<file path="src/rtl/input_port_router.sv">
// Mesh router ingress port: buffers request packets in a small FIFO, computes an
// XY route from the head's destination tile and dispatches each packet as a one-cycle select.
module input_port_router #(
  parameter int unsigned NET_ADDR_W  = 4,
  parameter int unsigned BANK_ADDR_W = 8,
  parameter int unsigned DATA_W      = 32,
  parameter int unsigned DEPTH       = 4
) (
  input  logic                              clk,
  input  logic                              reset,
  input  logic [NET_ADDR_W-1:0]             localAddress,
  input  logic                              in_valid,
  output logic                              in_ready,
  input  logic [NET_ADDR_W+BANK_ADDR_W-1:0] in_destAddr,
  input  logic [NET_ADDR_W-1:0]             in_reqAddr,
  input  logic                              in_read,
  input  logic                              in_write,
  input  logic [DATA_W-1:0]                 in_data,
  input  logic [4:0]                        port_full,
  output logic [4:0]                        sel,
  output logic [NET_ADDR_W+BANK_ADDR_W-1:0] destAddrOut,
  output logic [NET_ADDR_W-1:0]             reqAddrOut,
  output logic                              readOut,
  output logic                              writeOut,
  output logic [DATA_W-1:0]                 dataOut,
  output logic                              err_malformed,
  output logic [7:0]                        dropCount
);

  localparam int unsigned DEST_W = NET_ADDR_W + BANK_ADDR_W;
  localparam int unsigned PTR_W  = $clog2(DEPTH);
  localparam int unsigned CNT_W  = $clog2(DEPTH + 1);
  localparam int unsigned Y_W    = NET_ADDR_W / 2;
  localparam int unsigned X_W    = NET_ADDR_W - Y_W;

  typedef struct packed {
    logic [DEST_W-1:0]     destAddr;
    logic [NET_ADDR_W-1:0] reqAddr;
    logic                  read;
    logic                  write;
    logic [DATA_W-1:0]     data;
  } pkt_t;

  pkt_t             mem [DEPTH];
  logic [PTR_W-1:0] wrPtr;
  logic [PTR_W-1:0] rdPtr;
  logic [CNT_W-1:0] count;

  pkt_t             headPkt;
  logic [X_W-1:0]   destX;
  logic [X_W-1:0]   localX;
  logic [Y_W-1:0]   destY;
  logic [Y_W-1:0]   localY;
  logic [4:0]       routeSel;
  logic             headValid;
  logic             malformed;
  logic             push;
  logic             popDispatch;
  logic             popDrop;
  logic             pop;

  assign in_ready  = !reset && (count < CNT_W'(DEPTH));
  assign push      = in_valid && in_ready;
  assign headPkt   = mem[rdPtr];
  assign headValid = (count != '0);
  assign malformed = (headPkt.read == headPkt.write);

  assign destX  = headPkt.destAddr[DEST_W-1 -: X_W];
  assign destY  = headPkt.destAddr[DEST_W-X_W-1 -: Y_W];
  assign localX = localAddress[NET_ADDR_W-1 -: X_W];
  assign localY = localAddress[Y_W-1:0];

  // XY routing: resolve X first, then Y; bit order {local, west, east, south, north}
  always_comb begin
    routeSel = 5'b10000;
    if (destX > localX)      routeSel = 5'b00100;
    else if (destX < localX) routeSel = 5'b01000;
    else if (destY > localY) routeSel = 5'b00010;
    else if (destY < localY) routeSel = 5'b00001;
  end

  // Malformed heads are dropped regardless of back-pressure
  assign popDrop     = headValid && malformed;
  assign popDispatch = headValid && !malformed && ((port_full & routeSel) == 5'b0);
  assign pop         = popDrop || popDispatch;

  always_ff @(posedge clk) begin
    if (push) mem[wrPtr] <= pkt_t'({in_destAddr, in_reqAddr, in_read, in_write, in_data});
  end

  always_ff @(posedge clk) begin
    if (reset) begin
      wrPtr <= '0;
      rdPtr <= '0;
      count <= '0;
    end else begin
      if (push) wrPtr <= wrPtr + PTR_W'(1);
      if (pop)  rdPtr <= rdPtr + PTR_W'(1);
      if (push && !pop)      count <= count + CNT_W'(1);
      else if (!push && pop) count <= count - CNT_W'(1);
    end
  end

  // Dispatch registers: fields hold their last value between packets
  always_ff @(posedge clk) begin
    if (reset) begin
      sel           <= '0;
      destAddrOut   <= '0;
      reqAddrOut    <= '0;
      readOut       <= 1'b0;
      writeOut      <= 1'b0;
      dataOut       <= '0;
      err_malformed <= 1'b0;
      dropCount     <= '0;
    end else begin
      sel           <= popDispatch ? routeSel : 5'b0;
      err_malformed <= popDrop;
      if (popDispatch) begin
        destAddrOut <= headPkt.destAddr;
        reqAddrOut  <= headPkt.reqAddr;
        readOut     <= headPkt.read;
        writeOut    <= headPkt.write;
        dataOut     <= headPkt.data;
      end
      if (popDrop && (dropCount != 8'hFF)) dropCount <= dropCount + 8'd1;
    end
  end

endmodule

</file>
<file path="config.mk">
export PLATFORM = sky130hd
export DESIGN_NAME = input_port_router
export DESIGN_NICKNAME = d
export VERILOG_FILES = /design/src/rtl/input_port_router.sv
export SDC_FILE = /design/constraint.sdc
export NUM_CORES = 1
export LEC_CHECK = 0
export ABC_AREA = 1
export BUFFER_PORTS_ARGS = -buffer_cell sky130_fd_sc_hd__buf_2
export CELL_PAD_IN_SITES_DETAIL_PLACEMENT = 0
export CELL_PAD_IN_SITES_GLOBAL_PLACEMENT = 2
export CORE_UTILIZATION = 41
export CTS_CLUSTER_SIZE = 28
export DETAILED_ROUTE_END_ITERATION = 6
export GPL_ROUTABILITY_DRIVEN = 0
export PLACE_DENSITY = 0.81
export SYNTH_ARGS = -nofsm -noshare
export SYNTH_HDL_FRONTEND = slang
export SYNTH_SLANG_ARGS = --single-unit
</file>
<file path="constraint.sdc">
create_clock -name clk -period 5.8 [get_ports clk]
set_input_delay 0.29 -clock clk [delete_from_list [all_inputs] [get_ports clk]]
set_output_delay 0.29 -clock clk [all_outputs]
set_load 0.005 [all_outputs]
</file>
==> results of run 1 <==
[timing repair]
action / CTS / global route
hold buffers: 48 / 0
hold endpoints to repair: 189 / 0
gates resized for setup: 0 / 0
[worst max path at each step]
stage,startpoint,endpoint,cells after the start
2_1_floorplan,reset,mem[0][0],4
3_3_place_gp,register,count[2],20
3_5_place_dp,register,sel[4],15
4_1_cts,register,sel[4],15
5_1_grt,register,sel[4],15
6_report,register,sel[4],15
[Yosys cell counts]
library cell	instances
o22ai_1	46
o21ai_0	130
a21oi_1	18
inv_1	25
nor3_1	2
xor2_1	5
fa_1	1
xnor2_1	2
clkbuf_2	3
nand2_2	4
a21oi_2	2
nor2_2	1
dfxtp_1	73
ha_1	10
nand2_1	65
inv_6	1
buf_8	1
a32o_1	2
o21ai_1	12
nand3_1	20
buf_2	3
buf_4	1
clkbuf_1	35
nand2_4	1
inv_2	3
nand4_1	3
nand3b_1	1
edfxtp_1	200
buf_6	6
nor2_1	206
[final cells by class]
type                    count  area, um2
clock buffers              41        821
inverters                  29        115
multi-input cells         531       2560
fillers                  2223      11900
well taps                 324        405
flip-flops and latches    273       7470
diodes                      1       2.50
clock inverters            11        109
repair buffers            182       1170
[cells by family after synthesis]
kind of cell,count (synthesis),synth area share [%]
flops,273,72.1
compound gates,210,10.9
xor+xnor,7,0.592
buf+inv,78,3.53
fa+ha+maj,11,1.40
simple gates,303,11.5
[per-stage QoR]
stage                     utilization [%]  hold slack [ps]
after floorplan                         -              389
after global placement               45.8              461
after CTS                            51.6             9.39
after detailed placement             45.8              456
final                                51.6             28.2
after global routing                 51.6             8.43
[sequential cells by signal, indices dropped and copies added, names as in the netlist, named ones only]
signal / flops
mem: 200
dataOut: 32
destAddrOut: 12
dropCount: 8
sel: 5
reqAddrOut: 4
count: 3
rdPtr: 2
wrPtr: 2
err_malformed: 1
readOut: 1
writeOut: 1
[routing by layer]
layer	GRT usage, %	share of wire (%)	wire [um]	vias to the layer above
li1	-	-	-	3439
met2	29.5	48	10700	172
met1	22.9	46	10200	3213
met4	4.33	1.4	303	0
met3	2.77	4.9	1080	27
met5	0	0	0	-
[power by group]
| group | switching, W | leakage (nW) | internal, W |
|---|---|---|---|
| Sequential | 0.000114 | 2.41 | 0.00229 |
| Clock | 0.000698 | 0.447 | 0.00107 |
| Combinational | 0.00107 | 1.87 | 0.000531 |
[critical path: stages, from the launching register on]
cell and delay, ps:
dfxtp_2 320, inv_2 670, o21ai_0 200, o22ai_1 320, ha_1 320, nand2_1 70, nand2_1 120, inv_1 80
nand3_1 90, nor2_1 100, nor2_1 70, nand2_4 60, buf_4 500, inv_6 300, nand2_1 250, nor2_1 60
==> results.txt, run 1 <==
The flow ran to the end, and the final reports show no timing, DRC or antenna violations. Cell accounting for the most synthesized area: edfxtp_1. The reg-to-reg endpoint was sel[4]. The clock-pin slew of the registers on the worst-case setup and hold paths was 60 ps. TritonCTS built the clock tree. Compared with the post-synthesis result, the final layout area differs by 22.1%.

Timing analysis after detailed placement gives a worst setup slack of 2020 ps. Headroom to the max-slew limit came out at 23.3%. The kind of critical path is register to register. The run gives 0 as the number of max-slew violations in the final report. In this run the worst path has a maximum fanout of 54. The fraction of synthesized cell area taken by the top area cell type was 58.0%. In this run, placement finished with an instance count of 1,291. The net count of the finished layout is 1,118. Timing would allow up to 264 MHz. The die boundary width is 161 um, and the first-pass GRT wire length is 35.1 mm.

The finished layout holds 1,392 standard cells, fillers aside. In this run, the number of DRC markers left after iteration 0 of detailed routing was 348. The completed layout was analyzed and its total power is 0.00577 W. The finished layout cell area is 12,700 um2.

For the finished layout, the period the worst path requires is 3790 ps. Post-CTS timing repair inserted 0 buffers for setup. Sequential elements use 72.1% of the synthesized area.

Synthesis produced a netlist whose cell count is 882. The logs give 1 for the initial antenna violation count and 0 for the number of endpoints failing setup at the final stage. The worst supply voltage drop on vdd is 0.294 mV, and the synthesized flop and latch total is 273.

The logs give 127 for the number of primary I/O pins and 28 for the clock buffer count from CTS. Setup repair after global routing left no endpoint under its margin. For the placement-stage cell area, the log shows 11,200 um2. The ratio of cells with drive above 1 in the final layout works out to 18.3%. The core area came out at 24,500 um2.

By area the synthesized netlist is led by edfxtp_1 58%, dfxtp_1 14%, nor2_1 7.5%. Clock tree synthesis found a total of 273 sinks. The max-cap check violation count was 0. Entering global routing, the biggest net connects 84 pins.

The buffer type at the clock tree root is clkbuf_16. The final critical path takes up 65.4% of the cycle. The total negative setup slack was 0 ps. Global routing used 17.3% of the available tracks across all layers.

At the worst endpoint, the required time is 6210 ps. For this block, the routed nets add up to 22.2 mm of wire. The quantity of I/O buffers inserted on ports was 126. In this run the vertical extent of the chip is 161 um.

The total number of vias was 6,851; the distinct cell type count of the synthesized netlist was 30. The worst setup path is captured at a register. The pre-antenna-repair detailed-routing pass consisted of 5 iterations. The average via count per standard cell is 4.92. The startpoint identified for the worst hold timing path is in_destAddr[11]. The logs give 4200 ps for the arrival time of data at the critical path endpoint and 2010 ps for the worst setup margin. The area of the die was 25,900 um2; the number of placement rows was 57. The worst register-to-register path has a depth of 15.

The startpoint kind of the worst setup timing path is a register. The total overflow left after global routing is 0. The initial utilization of the core area, before any placement, comes to 42.2%. A synthesized cell averages 11.7 um2. The H-tree depth is 1. The cell depth of the worst min-delay path was 1; the number of synthesis warnings was 0. Area of the mapped netlist: 10,400 um2. The library cell used most frequently in the layout, excluding fill and tap cells, is nor2_1. After detailed routing, the average wire length per cell comes to 16.0 um. The class of the tightest hold or removal check is input port to register. Synthesis produced a netlist with a net count of 955. The DRC violation count after routing is 0.

In this run the register-to-register setup slack is 2010 ps. The count of nets left with antenna violations once routing finished came out at 0. Across the routed clock network, the largest skew measured is 9.99 ps. The run gives 12.3 mm as the HPWL after detailed placement. In the layout the commonest cells are 202 x nor2_1, 200 x edfxtp_1, 130 x o21ai_0. The actual slew at the worst max-slew pin was 1150 ps; the power density normalized to cell area was 456 nW/um2. The via count of the first global-routing pass was 6,663. In this run the deepest clock path goes through 3 buffers. For the count of endpoints failing hold in the final timing report, the log shows 0. The later pin in the worst-skew pair is clocked with a latency of 530 ps.

The path with the worst hold slack has its endpoint at mem[0][49]. The total leakage power came out at 4.73 nW.
(Power assumes the default switching activity.)
==> inputs of run 2 (changes only) <==
--- a/config.mk
+++ b/config.mk
@@ -9,11 +9,11 @@
 export BUFFER_PORTS_ARGS = -buffer_cell sky130_fd_sc_hd__buf_2
 export CELL_PAD_IN_SITES_DETAIL_PLACEMENT = 0
 export CELL_PAD_IN_SITES_GLOBAL_PLACEMENT = 2
-export CORE_UTILIZATION = 41
+export CORE_UTILIZATION = 38
 export CTS_CLUSTER_SIZE = 28
 export DETAILED_ROUTE_END_ITERATION = 6
 export GPL_ROUTABILITY_DRIVEN = 0
-export PLACE_DENSITY = 0.81
+export PLACE_DENSITY = 0.76
 export SYNTH_ARGS = -nofsm -noshare
 export SYNTH_HDL_FRONTEND = slang
 export SYNTH_SLANG_ARGS = --single-unit
==> constraint.sdc (replaced) <==
create_clock -name clk -period 3.8 [get_ports clk]
set_input_delay 0.19 -clock clk [delete_from_list [all_inputs] [get_ports clk]]
set_output_delay 0.19 -clock clk [all_outputs]
set_load 0.005 [all_outputs]
==> run 2 against run 1 <==
Against the previous run:
- wire length increased by 4.1%
- critical path depth up 4
- flip-flop and latch count did not move
- core utilization decreased by 4.0 points
- cell count up 2.2%
- non-clock buffer count up 12
- clock power increased by 52%
- largest cell class unchanged
- critical endpoint is now count[2]
- sequential power up 51%
- setup slack got worse by 1500 ps
- die area increased by 7.8%
- final area rose by 1.1%
- clock-buffer cell count decreased by 3
==> results.txt, run 2 (synthesized netlist as in run 1, its figures left out) <==
Number of endpoints failing setup at the final stage: 0 (unchanged). Buffer type at the clock tree root: clkbuf_16 (unchanged). Setup repair after global routing left no endpoint under its margin. The largest net degree at the start of global routing was 58 (was 84); the quantity of I/O buffers inserted on ports was 126 (unchanged). The relative area change from synthesis to final layout was 23.5% (was 22.1%); the portion of total power attributed to combinational logic was 28.7% (was 27.8%).

The number of placement rows is 60 (was 57). Kind of critical path: register to register (unchanged). The time the worst path needs with I/O delays and setup came out at 3340 ps (was 3790 ps).

The class of the tightest hold or removal check is input port to register (unchanged). The max-cap check violation count came out at 0 (unchanged). The worst clock skew is 23.5 ps (was 9.99 ps). The per-cell routed wire length was 16.3 um (was 16.0 um).

The total leakage power was 4.80 nW (was 4.73 nW). The startpoint kind of the worst setup timing path is a register (unchanged). The run gives 0 (unchanged) as the DRC violation count after routing. The logs give 23.1 mm (was 22.2 mm) for the overall routed net length and 550 ps (was 530 ps) for the clock insertion delay at the later pin of the skew report. The average via count per standard cell works out to 4.82 (was 4.92).

The logs give 26,900 um2 (was 24,500 um2) for the core area and 2,502 (was 2,223) for the number of filler instances in the final layout. For the worst hold margin, the log shows 46.6 ps (was 28.2 ps). The ratio of cells with drive above 1 in the final layout is 19.3% (was 18.3%). The number of primary I/O pins is 127 (unchanged), and the power density normalized to cell area is 692 nW/um2 (was 456 nW/um2). Peak clock frequency supported by timing: 299 MHz (was 264 MHz). The worst slew margin relative to its limit is 37.1% (was 23.3%). The detailed-routing iteration count for the pre-antenna-repair pass came out at 4 (was 5). The tools report the number of buffers on the longest clock path as 3 (unchanged). The flip-flop count of the largest register, all copies and words added was 200 (unchanged); the switching fraction of total power was 33.4% (was 32.6%).

For the cell internal power dissipation, the log shows 0.00590 W (was 0.00388 W). The violation count after the first detailed-routing iteration was 323 (was 348); the sum of overflow across all layers after global routing was 0 (unchanged). The final antenna diode count was 0 (was 1). For the initial antenna violation count, the log shows 2 (was 1). The number of antenna-violating nets in the routed design was 0 (unchanged); the total number of vias was 6,855 (was 6,851).

Sequential fraction of design power: 41.0% (was 41.7%). The count of endpoints failing hold in the final timing report was 0 (unchanged); the required time at the endpoint of the critical path was 4210 ps (was 6210 ps). Largest registers ranked by flip-flop count: mem: 200 flops, dataOut: 32 flops, destAddrOut: 12 flops (unchanged).

The switching component of the power is 0.00295 W (was 0.00188 W). The starting density of the core came out at 38.6% (was 42.2%). The floorplan die height was 167 um (was 161 um); the fraction of the cycle the final worst path needs was 87.9% (was 65.4%). Count of buffers added by post-CTS timing repair for setup: 0 (unchanged). The largest fanout on the critical path was 25 (was 54); the clock share of power was 30.3% (was 30.6%). Most frequent cells in the layout: 202 x nor2_1, 200 x edfxtp_1, 130 x o21ai_0 (unchanged). Register with the most flip-flops: mem (unchanged).

The worst supply voltage drop on vdd was 0.373 mV (was 0.294 mV). Element type at the critical path end: a register (unchanged). For the H-tree depth, the log shows 1 (unchanged). The total negative setup slack is 0 ps (unchanged). The logs give 1,131 (was 1,118) for the number of nets in the finished design and 29 (was 28) for the clock buffer count from CTS. The number of max-slew violations in the final report came out at 0 (unchanged). The run finished with clean final reports.

The via count of the first global-routing pass was 6,784 (was 6,663); the global-route usage over all layers was 16.6% (was 17.3%). The die boundary width was 167 um (was 161 um); the first-pass GRT wire length was 36.4 mm (was 35.1 mm). The logs give 13.9 mm (was 12.3 mm) for the HPWL after detailed placement and 11,400 um2 (was 11,200 um2) for the placement-stage cell area. The clock-pin slew of the registers on the worst-case setup and hold paths was 60 ps (about the same). For the worst slack at placement, the log shows 364 ps (was 2020 ps).

Number of sinks handled by clock tree synthesis: 273 (unchanged). The area of the die was 27,900 um2 (was 25,900 um2); the arrival time of data at the critical path endpoint was 3750 ps (was 4200 ps). The actual slew at the worst max-slew pin is 942 ps (was 1150 ps), and the finished layout cell area is 12,800 um2 (was 12,700 um2). The leading cell type in the layout, fill and taps excluded was nor2_1 (unchanged).

The worst setup margin is 458 ps (was 2010 ps). TritonCTS built the clock tree.
==> run 2: final timing paths <==
path / slack [ps] / cells after the start / end / start
worst max-delay path: 460 / 19 / count[2] / register
worst min register to register: 470 / 2 / dataOut[26] / dataOut[26]
worst max register to register: 460 / 19 / count[2] / register
worst min-delay path: 50 / 2 / count[2] / reset
==> run 2: worst max-delay path, stage by stage, from the launching register on <==
cell     delay, ps
dfxtp_4        490
buf_4          300
nand2_1         80
a32o_1         300
ha_1           280
nand2_1        110
a21oi_1        200
nand4_1        100
nand2_1         70
nor2_1          60
nand2_4         70
nand2_2         70
inv_1           60
ha_1           130
inv_1           70
fa_1           370
a21oi_1        140
o21ai_0        100
xor2_1         140
nor2_1          50
==> run 2: per-layer routing <==
layer / part of all wire (%) / track usage (%)
met1: 47 / 22.0
met3: 4.7 / 3.21
met5: 0.095 / 0
met2: 47 / 27.8
met4: 1.5 / 4.67
==> run 2: power groups by stage <==
stage	registers, W	logic [W]	clock network (W)
final	0.00363	0.00254	0.00268
after detailed placement	0.00370	0.00255	0
after global placement	0.00369	0.00255	0
after floorplan	0.00368	0.00184	0
after CTS	0.00364	0.00260	0.00276
after global routing	0.00367	0.00293	0.00287
==> run 2: area by class of cell <==
type / instances / area, um2 / area share, %
tap: 341 / 427 / 3.33
timing repair buffer: 194 / 1300 / 10.2
inverter: 29 / 116 / 0.909
clock inverter: 16 / 123 / 0.958
clock buffer: 38 / 800 / 6.25
sequential: 273 / 7470 / 58.4
multi-input combinational: 531 / 2560 / 20.0
==> run 2: what timing repair did <==
action	CTS	global route
gates resized for setup	0	1
endpoints found under the setup margin	0	1
hold buffers	50	0
hold endpoints to repair	200	0
==> run 2: metrics by stage <==
step / power [W] / cells / util, %
finish: 0.00885 / 1422 / 47.6
global route: 0.00947 / 1422 / 47.6
CTS: 0.00900 / 1422 / 47.6
detailed placement: 0.00625 / 1318 / 42.3
global placement: 0.00625 / 1318 / 42.3
floorplan: 0.00552 / 882 / -
